### config.mk
export PLATFORM = sky130hd
export DESIGN_NAME = dsm_avg_decimator
export DESIGN_NICKNAME = d
export VERILOG_FILES = /design/src/rtl/dsm_pkg.sv /design/src/rtl/dsm_win_accum.sv /design/src/rtl/dsm_avg_decimator.sv
export SDC_FILE = /design/constraint.sdc
export NUM_CORES = 1
export LEC_CHECK = 0
export ABC_AREA = 1
export CAP_MARGIN = 30
export CORE_AREA = 5 5 77 97
export CTS_CLUSTER_DIAMETER = 200
export DETAILED_ROUTE_END_ITERATION = 10
export DIE_AREA = 0 0 82 102
export GPL_TIMING_DRIVEN = 0
export PLACE_DENSITY = 0.59
export SYNTH_ARGS = -nofsm -noshare
export SYNTH_HDL_FRONTEND = slang
export SYNTH_SLANG_ARGS = --single-unit
### constraint.sdc
create_clock -name clk -period 4.7 [get_ports clk]
set_input_delay 0.94 -clock clk [delete_from_list [all_inputs] [get_ports clk]]
set_output_delay 0.94 -clock clk [all_outputs]
set_load 0.05 [all_outputs]
### src/rtl/dsm_pkg.sv
// Shared definitions for the DSM output-stream consumers: word format of the
// DSM input (4-bit integer, 16-bit fraction) and the averaging FSM states.
package dsm_pkg;

  localparam int DSM_INT_W  = 4;
  localparam int DSM_FRAC_W = 16;
  localparam int DSM_WORD_W = DSM_INT_W + DSM_FRAC_W;

  // One DSM input word: integer part above the binary point, fraction below.
  typedef struct packed {
    logic [DSM_INT_W-1:0]  int_part;
    logic [DSM_FRAC_W-1:0] frac_part;
  } dsm_word_t;

  // Averager control states.
  typedef enum logic [1:0] {
    IDLE  = 2'd0,
    SKIP  = 2'd1,
    ACCUM = 2'd2
  } dsm_state_e;

endpackage

### src/rtl/dsm_win_accum.sv
// Window accumulator for the DSM averager: a LOG2_WIN-bit sample counter and a
// LOG2_WIN+4-bit running sum. tc_o flags the last sample of a window and sum_o
// is the window total including the sample currently on sample_i, so the
// caller can capture it on that same edge. The accumulator then restarts from
// zero, so the first sample of the next window is counted exactly once.
module dsm_win_accum #(
  parameter int LOG2_WIN = 11
) (
  input  logic                  clk,
  input  logic                  rst,
  input  logic                  run_i,
  input  logic [3:0]            sample_i,
  output logic                  tc_o,
  output logic [LOG2_WIN+3:0]   sum_o
);

  localparam int ACC_W = LOG2_WIN + 4;

  logic [LOG2_WIN-1:0] cnt_q, cnt_d;
  logic [ACC_W-1:0]    acc_q, acc_d;

  assign tc_o  = run_i && (cnt_q == '1);
  assign sum_o = acc_q + ACC_W'(sample_i);

  // Next-state: count and sum while running, clear whenever not running.
  always_comb begin
    cnt_d = cnt_q;
    acc_d = acc_q;
    if (!run_i) begin
      cnt_d = '0;
      acc_d = '0;
    end else begin
      cnt_d = cnt_q + LOG2_WIN'(1);
      acc_d = tc_o ? '0 : sum_o;
    end
  end

  // Counter and accumulator registers.
  always_ff @(posedge clk) begin
    if (rst) begin
      cnt_q <= '0;
      acc_q <= '0;
    end else begin
      cnt_q <= cnt_d;
      acc_q <= acc_d;
    end
  end

endmodule

### src/rtl/dsm_avg_decimator.sv
// Boxcar averager / decimator for the DSM 4-bit output stream. Averages over
// 2^LOG2_WIN cycles, discards SKIP_WIN settling windows after each enable rise,
// and presents each mean as a 4.16 word behind a one-deep valid/ready holder.
// Optional feature macro: DSM_AVG_ERR_EN adds exp_i/exp_f inputs and a signed
// avg_err output (window mean minus expected word), registered with the result.
module dsm_avg_decimator #(
  parameter int LOG2_WIN = 11,
  parameter int SKIP_WIN = 1
) (
  input  logic        clk,
  input  logic        rst,
  input  logic        en,
  input  logic [3:0]  dsm_out,
  output logic [3:0]  avg_i,
  output logic [15:0] avg_f,
  output logic        avg_valid,
  input  logic        avg_ready,
  output logic        overrun,
  output logic        busy
`ifdef DSM_AVG_ERR_EN
  ,
  input  logic [3:0]  exp_i,
  input  logic [15:0] exp_f,
  output logic [20:0] avg_err
`endif
);

  import dsm_pkg::*;

  localparam logic [3:0] SKIP_LAST = (SKIP_WIN > 0) ? 4'(SKIP_WIN - 1) : 4'd0;

  // Window sum -> 4.16 word: top four bits are the integer mean, the remaining
  // LOG2_WIN bits are the fraction, left-aligned. Exact, no rounding.
  function automatic dsm_word_t fmt_window(input logic [LOG2_WIN+3:0] s);
    dsm_word_t w;
    w.int_part  = s[LOG2_WIN+3:LOG2_WIN];
    w.frac_part = DSM_FRAC_W'({s[LOG2_WIN-1:0], 16'h0000} >> LOG2_WIN);
    return w;
  endfunction

`ifdef DSM_AVG_ERR_EN
  // Signed difference of two unsigned 4.16 words in 21-bit two's complement.
  function automatic logic signed [DSM_WORD_W:0] word_err(input dsm_word_t a,
                                                          input dsm_word_t b);
    logic signed [DSM_WORD_W:0] sa;
    logic signed [DSM_WORD_W:0] sb;
    sa = $signed({1'b0, a});
    sb = $signed({1'b0, b});
    return sa - sb;
  endfunction
`endif

  dsm_state_e          state_q, state_d;
  logic [3:0]          skip_q, skip_d;
  dsm_word_t           res_q, res_d;
  logic                valid_q, valid_d;
  logic                ovr_q, ovr_d;

  logic                run;
  logic                win_tc;
  logic [LOG2_WIN+3:0] win_sum;
  logic                load;
  logic                accept;
  dsm_word_t           win_word;

  assign run      = en && (state_q != IDLE);
  assign load     = win_tc && (state_q == ACCUM);
  assign accept   = valid_q && avg_ready;
  assign win_word = fmt_window(win_sum);

  dsm_win_accum #(
    .LOG2_WIN (LOG2_WIN)
  ) u_accum (
    .clk      (clk),
    .rst      (rst),
    .run_i    (run),
    .sample_i (dsm_out),
    .tc_o     (win_tc),
    .sum_o    (win_sum)
  );

  // Control FSM: en low always returns to IDLE; SKIP counts settling windows.
  always_comb begin
    state_d = state_q;
    skip_d  = skip_q;
    if (!en) begin
      state_d = IDLE;
      skip_d  = '0;
    end else begin
      case (state_q)
        IDLE: begin
          state_d = (SKIP_WIN > 0) ? SKIP : ACCUM;
          skip_d  = '0;
        end
        SKIP: begin
          if (win_tc) begin
            if (skip_q == SKIP_LAST) begin
              state_d = ACCUM;
              skip_d  = '0;
            end else begin
              skip_d = skip_q + 4'd1;
            end
          end
        end
        ACCUM: begin
          state_d = ACCUM;
        end
        default: begin
          state_d = IDLE;
          skip_d  = '0;
        end
      endcase
    end
  end

  // Result holder: a completing window always loads; an unaccepted old result
  // being replaced marks the sticky overrun flag.
  always_comb begin
    res_d   = res_q;
    valid_d = valid_q;
    ovr_d   = ovr_q;
    if (load) begin
      res_d   = win_word;
      valid_d = 1'b1;
      if (valid_q && !avg_ready) begin
        ovr_d = 1'b1;
      end
    end else if (accept) begin
      valid_d = 1'b0;
    end
  end

  // State, result and handshake registers.
  always_ff @(posedge clk) begin
    if (rst) begin
      state_q <= IDLE;
      skip_q  <= '0;
      res_q   <= '0;
      valid_q <= 1'b0;
      ovr_q   <= 1'b0;
    end else begin
      state_q <= state_d;
      skip_q  <= skip_d;
      res_q   <= res_d;
      valid_q <= valid_d;
      ovr_q   <= ovr_d;
    end
  end

`ifdef DSM_AVG_ERR_EN
  logic signed [DSM_WORD_W:0] err_q, err_d;
  dsm_word_t                  exp_word;

  assign exp_word.int_part  = exp_i;
  assign exp_word.frac_part = exp_f;

  // Error term follows the result: same load edge, same overwrite behaviour.
  always_comb begin
    err_d = err_q;
    if (load) begin
      err_d = word_err(win_word, exp_word);
    end
  end

  // Error register.
  always_ff @(posedge clk) begin
    if (rst) begin
      err_q <= '0;
    end else begin
      err_q <= err_d;
    end
  end

  assign avg_err = err_q;
`endif

  assign avg_i     = res_q.int_part;
  assign avg_f     = res_q.frac_part;
  assign avg_valid = valid_q;
  assign overrun   = ovr_q;
  assign busy      = (state_q != IDLE);

endmodule

==> Word level (Yosys, flattened, before mapping) <==
Index checks and enable logic that the tools add are counted.
{ "totals": {"ramBits": 0, "reg_bits": 49, "output_inout_bits": 23, "word_cells": 43, "romBits": 0, "latch_bits": 0, "input_bits": 8, "memories": 0} }
{ "classes": {"div_mod_pow": 0, "multipliers": 0, "mux": 8, "order_cmp": 0, "n_reduce_logical": 16, "n_shift": 0, "add_sub_neg": 3, "n_eq_ne": 5, "bitwise_logic": 3} }
{ "op_table": {"columns": ["cell", "count"], "rows": [
  ["adder 15 x 4 -> 15 bit", 1],
  ["adder 11 x 1 -> 11 bit, second input constant", 1],
  ["equality test 11 bit, second input constant", 1],
  ["2-to-1 mux 4 bit", 2],
  ["one-hot mux 4 bit (2 select lines)", 1],
  ["one-hot mux 2 bit (3 select lines)", 1],
  ["AND reduction 2 bit", 3],
  ["logical AND 1 bit", 5],
  ["adder 4 x 1 -> 4 bit, second input constant", 1],
  ["zero test 4 bit", 1],
  ["2-to-1 mux 2 bit", 2],
  ["nonzero test 2 bit", 2],
  ["OR reduction 2 bit", 2],
  ["inverter 1 bit", 3],
  ["OR reduction 3 bit", 1],
  ["equality test 2 x 1 -> 1 bit, second input constant", 1],
  ["equality test 2 bit, second input constant", 1],
  ["zero test 2 bit", 1],
  ["2-to-1 mux 1 bit", 2],
  ["!= test 2 x 1 -> 1 bit, second input constant", 1],
  ["!= test 2 bit, second input constant", 1],
  ["zero test 1 bit", 1]
]} }

==> Longest topological paths before layout <==
Gate-level depths: netlist (run 1).
{ "logic_depth": {"depth_word": 5, "mapped_depth": 11, "depth_no_buf": 11} }

==> Cells and area by module <==
A second synthesis (run 1) with hierarchy kept.
{ "unflattened": {"hier_cells": 338, "hier_area_um2": 2447.3} }
{ "by_module_without_submodules": {"columns": ["mod", "instances", "area_each_um2", "cells_each", "seq_area_each_um2"], "rows": [
  ["dsm_win_accum", 1, 1400.1, 202, 520.5],
  ["dsm_avg_decimator", 1, 1047.3, 136, 460.4]
]} }

==> Worst setup path after synthesis (run 1) <==
No wires, ideal clock.
{ "synth_path": {"path_kind": "input to register", "from": "input dsm_out[0]", "to": "register res_q (netlist bit avg_f[15])", "path_stages": 10, "setup_ns": 0.118, "required_time_ns": 4.582, "arrival_time_ns": 2.153, "path_buffers": 0, "setup_slack_ns": 2.429, "cell_sequence": "ha_1 -> fa_1 -> nand2_1 -> nand3_1 -> nand3_1 -> nor2_1 -> nand2_1 -> nand2_1 -> nor2_1 -> nor2_1"} }
{ "synth_between": {"elab_chain_len": 1} }
{ "synth_lines": {"columns": ["item", "line_no", "source"], "rows": [
  ["start: declaration", "dsm_avg_decimator.sv:13", "input logic [3:0] dsm_out,"],
  ["adder 15 x 4 -> 15 bit", "dsm_win_accum.sv:23", "assign sum_o = acc_q + ACC_W'(sample_i);"],
  ["end signal: assignment", "dsm_avg_decimator.sv:144", "res_q <= res_d;"],
  ["end: declaration", "dsm_avg_decimator.sv:55", "dsm_word_t res_q, res_d;"]
]} }
No other way between the ends.
A chain may end at the register's enable or synchronous reset.

==> Worst setup path in the final report (run 1) <==
{ "layout_path": {"from": "register state_q[0]", "to": "output busy"} }
{ "layout_between": {"elab_chain_len": 1} }
{ "layout_lines": {"columns": ["item", "line_no", "source"], "rows": [
  ["start: declaration", "dsm_avg_decimator.sv:53", "dsm_state_e state_q, state_d;"],
  ["start signal: assignment", "dsm_avg_decimator.sv:142", "state_q <= state_d;"],
  ["nonzero test 2 bit", "dsm_avg_decimator.sv:181", "assign busy = (state_q != IDLE);"],
  ["end: declaration", "dsm_avg_decimator.sv:19", "output logic busy"]
]} }
No other way between the ends.

==> summary.txt, run 1 <==
Outcome
  • Result of the run: completed

Synth
  • Syn. warnings: 0
  • Netlist area before placement: 2490 um^2
  • Portion of the post-synthesis area used by sequential elements: 39.5%
  • Yosys cell types: 32
  • Mean instance size in the synthesized netlist: 7.12 um^2
  • Cells after synthesis: 349
  • Total of flip-flops plus latches after synthesis: 49
  • Largest cells by area after synthesis: sky130_fd_sc_hd__dfxtp_1 39%, sky130_fd_sc_hd__nor2_1 11%, sky130_fd_sc_hd__nand2_1 11%
  • Post-synth top area cell: sky130_fd_sc_hd__dfxtp_1
  • Proportion of netlist area held by the largest area contributor: 39.5%

Power
  • Power consumption: 0.764 mW
  • VDD IR max: 116 uV
  • Lkg Pwr: 1.25 nW
  • Power per cell area: 259 nW/um^2

Clocking
  • Post-cts sizing count: 0
  • CTS hold repair buffers: 0
  • Clock-pin transition on the worst setup and hold timing paths: 0.09 ns
  • Clock tree from TritonCTS: built
  • Setup Buffers After CTS: 0
  • Clk sink count: 49
  • Worst-case clock buffer depth: 2
  • Insertion delay of the later-clocked pin in the worst-skew pair: 0.31 ns
  • Number of clock buffers inserted by TritonCTS: 5
  • Deepest level of the CTS H-tree: 2
  • Cell at the root of the clock tree: sky130_fd_sc_hd__clkbuf_8

STA
  • Number of slew-limit violations in the final report: 0
  • Actual transition at the worst max-transition pin: 0.509 ns
  • Final Skew: 0.0126 ns
  • Period Utilization, post-route: 58.2%
  • Final Setup Violations: 0
  • Setup repair after global routing missed its margin: no
  • Number of hold violations in the final report: 0
  • Setup TNS: 0 ns
  • Remaining max-slew budget at the tightest pin: 66.0%
  • Time the final worst path needs with I/O delays and setup: 2.74 ns
  • Top achievable clock speed: 365 MHz

Place
  • Total cell area at the placement stage: 2850 um^2
  • Detailed placement HPWL: 3930 um
  • IO Port Bufs: 24
  • Routability cong.: 0.874

Floorplanning
  • Die width: 82 um
  • Starting utilization of the core area: 38.6%
  • Core Box Area: 6440 um^2
  • Die area: 8360 um^2
  • Site row count: 33
  • Height of the die: 102 um
  • IO Count: 31

Detailed routing
  • DR pass1 iterations: 4
  • Post-detailed-route DRC marker count: 0
  • Final wirelength: 5050 um
  • DR iter-0 viols: 132
  • Average wire per standard cell: 10.7 um
  • Post-route ant nets: 0
  • Vias after detailed routing: 2,175
  • Mean number of vias per cell: 4.61

Critical path
  • Category of the most critical setup path: register to primary output
  • Max Fanout on Critical Path: 3
  • Element type at the critical path end: primary output
  • Nature of the critical path startpoint: register
  • Endpoint arrival time on the critical path: 1.80 ns
  • Worst EP required: 3.76 ns

Global routing
  • Number of antenna violations at the first check in global routing: 0
  • Pin count of the biggest net entering global routing: 18
  • Via count of the first global-routing pass: 2,000
  • Aggregate global-route resource usage: 13.0%
  • Grt ovf: 0
  • Wire length of the first global-routing pass: 8520 um

Cells and area
  • Fill cell instance count of the final layout: 693
  • Area growth syn-to-layout: 18.4%
  • Total non-filler cell area in the finished layout: 2940 um^2
  • Layout cells sized above 1: 8.05%
  • Area occupied by registers: 981 um^2
  • Nets@finish: 403
  • Most common cell after layout, fill and taps aside: sky130_fd_sc_hd__nor2_1
  • Most frequent cells in the layout: 72 x sky130_fd_sc_hd__nor2_1, 71 x sky130_fd_sc_hd__nand2_1, 49 x sky130_fd_sc_hd__dfxtp_1
  • Diodes inserted: 0
  • Multi-input combinational cell area: 1270 um^2

Flow run
  • Number of maximum-capacitance violations: 0

Hold path
  • Worst hold path type: register to register
logic make-up after synthesis:
kind of cell / share of synthesized area [%]
other: 0.151
AND/OR/NAND/NOR: 34.9
flip-flops: 39.5
XOR/XNOR: 2.11
buffers and inverters: 10.2
adder cells (fa/ha/maj): 5.84
AO/OA/AOI/OAI: 7.30
Yosys cell counts, drive strengths merged:
cell	instances
fa	1
nand4	5
ha	10
nand2	72
nor3b	2
clkbuf	1
conb	1
nor2	78
o21ai	15
xnor2	1
nand3b	1
nand3	28
a21oi	19
inv	49
and3	1
nor3	2
dfxtp	49
buf	8
o21bai	1
xor2	5
worst max-delay path, stage by stage, from the launching register on:
cell and delay (ns):
sky130_fd_sc_hd__dfxtp_1 0.34, sky130_fd_sc_hd__inv_1 0.07, sky130_fd_sc_hd__ha_1 0.23, sky130_fd_sc_hd__inv_2 0.06, sky130_fd_sc_hd__clkdlybuf4s50_1 0.79
layer usage:
metal	up-vias	track usage [%]	wire length [um]
met5	-	0	0
met4	0	4.22	92
met3	11	3.00	213
met2	45	24.2	2560
met1	970	14.2	2180
li1	1149	-	-
state kept, by name, summed over array words and instances, names as in the netlist:
signal,cells
u_accum.acc_q,15
overrun,1
u_accum.cnt_q,11
avg_i,4
state_q,2
avg_f,11
avg_valid,1
skip_q,4
cell type report:
cell class                      count  area share (%)
Clock buffer                        5            2.34
Timing Repair Buffer               24            8.16
Sequential cell                    49            33.3
Tap cell                           87            3.70
Clock inverter                      3           0.850
Buffer                              9            2.38
Inverter                           49            6.25
Multi-Input combinational cell    246            43.0
per-stage QoR:
| step | hold WS [ns] | cells | worst slack [ns] | utilization [%] |
|---|---|---|---|---|
| floorplan | 0.418 | 353 | 2.43 | - |
| global placement | 0.434 | 464 | 1.82 | 44.3 |
| detailed placement | 0.444 | 464 | 1.80 | 44.3 |
| CTS | 0.458 | 472 | 1.94 | 45.7 |
| global route | 0.490 | 472 | 1.86 | 45.7 |
| finish | 0.457 | 472 | 1.96 | 45.7 |
path summary, 6_finish.rpt:
| kind | slack [ns] | from | to | cells after the start |
|---|---|---|---|---|
| hold reg to reg | 0.46 | u_accum.cnt_q[0]$_SDFF_PP0_ | u_accum.cnt_q[0]$_SDFF_PP0_ | 1 |
| hold / removal | 0.46 | u_accum.cnt_q[0]$_SDFF_PP0_ | u_accum.cnt_q[0]$_SDFF_PP0_ | 1 |
| setup / recovery | 1.96 | state_q[0]$_SDFFE_PP0P_ | busy | 4 |
| setup reg to reg | 2.88 | u_accum.acc_q[0]$_SDFF_PP0_ | avg_f[15]$_SDFFE_PP0P_ | 10 |
report_power, final:
part | total [mW] | switching, mW | internal, mW
sequential | 0.423 | 0.00363 | 0.420
combinational | 0.0791 | 0.0511 | 0.0279
clock | 0.261 | 0.153 | 0.109
total | 0.764 | 0.207 | 0.557
Power figures use the tool's default switching activity.
==> inputs of run 2 (changes only) <==
PLACE_DENSITY = 0.61   (was 0.59)
clock period = 2.35 ns   (was 4.7 ns; I/O delays follow)
==> run 2 against run 1 <==
Sequential share of layout area fell by 0.24 points. Combinational power is 97% higher. Critical path type is now input port to register. Utilization increased by 0.33 points. Count of clock-buffer cells in the layout unchanged. Largest cell class unchanged. Clock skew down 0.0024 ns. Die area unchanged. Clock power up 140%. Routed wire length fell by 0.83%. Non-clock buffer count is the same. Highest routed layer unchanged. Critical endpoint is now avg_f[15]$_SDFFE_PP0P_. First-iteration DRC count is 4.5% higher. Worst hold slack lost 0.011 ns. Global-route usage hardly changed.
==> summary.txt, run 2 (synthesized netlist as in run 1, its figures left out) <==
Critical path
  • Element type at the critical path end: register
  • Count of buffer and inverter cells on the critical path: 1 (-2)
  • FF-to-FF End: avg_f[15]$_SDFFE_PP0P_
  • Nature of the critical path startpoint: input port
  • Category of the most critical setup path: input port to register
  • Endpoint arrival time on the critical path: 2.27 ns (+0.47 ns)
  • Worst EP required: 2.54 ns (-1.22 ns)
  • CP delay by family, top: simple AND/OR/NAND/NOR gates
  • Worst r2r src: u_accum.acc_q[0]$_SDFF_PP0_
  • Worst path slowest cell: sky130_fd_sc_hd__fa_1
  • Register-to-register setup slack: 0.57 ns (-2.31 ns)
  • Longest individual stage delay on the worst path: 0.42 ns (-0.37 ns)
  • Max Fanout on Critical Path: 5 (+2)
  • Reg2reg path depth: 10 (unchanged)
  • Critical path, cell by cell: clkdlybuf4s50_1, ha_1, fa_1, nand2_1, nand3_1, nand3_1, nor2_1, nand2_1, nand2_1, nor2_1, nor2_1

Detailed routing
  • DR iter-0 viols: 138 (+4.5%)
  • Post-route ant nets: 0 (unchanged)
  • Vias after detailed routing: 2,132 (-2.0%)
  • Mean number of vias per cell: 4.52 (-2.0%)
  • Average wire per standard cell: 10.6 um (-0.83%)
  • Post-detailed-route DRC marker count: 0 (unchanged)
  • DR pass1 iterations: 6 (+2)
  • Final wirelength: 5010 um (-0.83%)

STA
  • Final Setup Violations: 0 (unchanged)
  • Period Utilization, post-route: 88.2%
  • Actual transition at the worst max-transition pin: 0.507 ns (-0.00200 ns)
  • Top achievable clock speed: 483 MHz
  • Final Skew: 0.0102 ns (-0.00239 ns)
  • Number of hold violations in the final report: 0 (unchanged)
  • Number of slew-limit violations in the final report: 0 (unchanged)
  • Remaining max-slew budget at the tightest pin: 66.1% (+0.13 points)
  • Setup repair after global routing missed its margin: no
  • Setup TNS: 0 ns (unchanged)
  • Time the final worst path needs with I/O delays and setup: 2.07 ns

Global routing
  • Grt ovf: 0 (unchanged)
  • Number of antenna violations at the first check in global routing: 0 (unchanged)
  • Wire length of the first global-routing pass: 8600 um (+0.89%)
  • Via count of the first global-routing pass: 2,050 (+2.5%)
  • Aggregate global-route resource usage: 13.0% (+0.013 points)
  • Pin count of the biggest net entering global routing: 17 (-1)

Power
  • Power per cell area: 545 nW/um^2 (+110%)
  • VDD IR max: 394 uV (+240%)
  • Lkg Pwr: 1.28 nW (+2.2%)

Place
  • Routability cong.: 0.814 (-6.9%)
  • Detailed placement HPWL: 3870 um (-1.6%)
  • IO Port Bufs: 24 (unchanged)

Outcome
  • Result of the run: completed

Floorplanning
  • IO Count: 31 (unchanged)
  • Die width: 82 um (unchanged)
  • Height of the die: 102 um (unchanged)
  • Site row count: 33 (unchanged)
  • Core Box Area: 6440 um^2 (unchanged)
  • Starting utilization of the core area: 38.6% (unchanged)
  • Die area: 8360 um^2 (unchanged)

Hold path
  • End of the worst hold path: overrun$_SDFFE_PP0P_
  • Worst hold path type: input port to register
  • Startpoint of the most critical hold path: rst
  • Hold Path Cell Cnt: 2 (+1)

Cells and area
  • Fill cell instance count of the final layout: 682 (-1.6%)
  • Area growth syn-to-layout: 19.3%
  • Area occupied by registers: 981 um^2 (unchanged)
  • Flip-flop count of the largest register after layout: 15 (unchanged)
  • Layout cells sized above 1: 8.05% (unchanged)
  • Largest reg by FF count: u_accum.acc_q
  • Diodes inserted: 0 (unchanged)
  • Most common cell after layout, fill and taps aside: sky130_fd_sc_hd__nor2_1
  • Multi-input combinational cell area: 1270 um^2 (unchanged)
  • Most frequent cells in the layout: 72 x sky130_fd_sc_hd__nor2_1, 71 x sky130_fd_sc_hd__nand2_1, 49 x sky130_fd_sc_hd__dfxtp_1
  • Finished Core Util: 46.0% (+0.33 points)
  • Nets@finish: 403 (unchanged)

Clocking
  • Setup Buffers After CTS: 0 (unchanged)
  • Clock tree from TritonCTS: built
  • Worst-case clock buffer depth: 2 (unchanged)
  • Deepest level of the CTS H-tree: 2 (unchanged)
  • CTS hold repair buffers: 0 (unchanged)
  • Cell at the root of the clock tree: sky130_fd_sc_hd__clkbuf_8
  • Insertion delay of the later-clocked pin in the worst-skew pair: 0.30 ns (about the same)
  • Clk sink count: 49 (unchanged)
  • Clock-pin transition on the worst setup and hold timing paths: 0.09 ns (about the same)
  • Post-cts sizing count: 0 (unchanged)
  • Number of clock buffers inserted by TritonCTS: 5 (unchanged)

Flow run
  • Number of maximum-capacitance violations: 0 (unchanged)
[run 2: cell count changes in the layout (fill, tap and decap cells not counted)]
cell / delta
sky130_fd_sc_hd__bufinv_16: +1
sky130_fd_sc_hd__clkdlybuf4s50_1: -1
sky130_fd_sc_hd__clkinv_2: +1
sky130_fd_sc_hd__clkinvlp_4: -1
sky130_fd_sc_hd__dlymetal6s2s_1: +1
sky130_fd_sc_hd__inv_6: -1
[run 2: worst max-delay path by stage]
stage | end | start | depth (start not counted) | slack, ns
2_1_floorplan | avg_f[15]$_SDFFE_PP0P_ | dsm_out[0] | 10 | 0.55
3_3_place_gp | avg_f[15]$_SDFFE_PP0P_ | dsm_out[0] | 11 | -0.05
3_5_place_dp | avg_i[3]$_SDFFE_PP0P_ | dsm_out[0] | 11 | -0.06
4_1_cts | busy | state_q[0]$_SDFFE_PP0P_ | 4 | 0.08
5_1_grt | avg_f[15]$_SDFFE_PP0P_ | dsm_out[0] | 11 | 0.07
6_report | avg_f[15]$_SDFFE_PP0P_ | dsm_out[0] | 11 | 0.28
[run 2: final cells by class]
type / count / area share, %
clock inverters: 3 / 1.48
plain buffers: 9 / 2.36
clock buffers: 5 / 2.32
flip-flops and latches: 49 / 33.1
multi-input cells: 246 / 42.7
inverters: 49 / 6.20
well taps: 87 / 3.67
repair buffers: 24 / 8.19
[run 2: metal layers]
metal	GRT usage [%]	up-vias	share of wire, %	wire length [um]
met4	4.73	0	1.2	61
met2	23.3	37	50	2490
met3	2.73	6	4.5	225
met5	0	-	0	0
li1	-	1154	-	-
met1	14.9	935	44	2230
[run 2: report_power, final]
group          total, mW  switching (mW)  internal [mW]
clock              0.614           0.294          0.319
sequential         0.847         0.00705          0.840
combinational      0.156           0.101         0.0550
total               1.62           0.402           1.21
[run 2: through the flow]
step | total power, mW | cell area, um^2 | std cells | setup slack [ns] | hold WS, ns
after detailed placement | 1.02 | 2850 | 464 | -0.0589 | 0.444
after global placement | 1.02 | 2850 | 464 | -0.0497 | 0.430
after CTS | 1.64 | 2960 | 472 | 0.0772 | 0.448
final | 1.62 | 2970 | 472 | 0.278 | 0.446
after global routing | 1.69 | 2970 | 472 | 0.0698 | 0.460
after floorplan | 0.986 | 2500 | 353 | 0.549 | 0.418
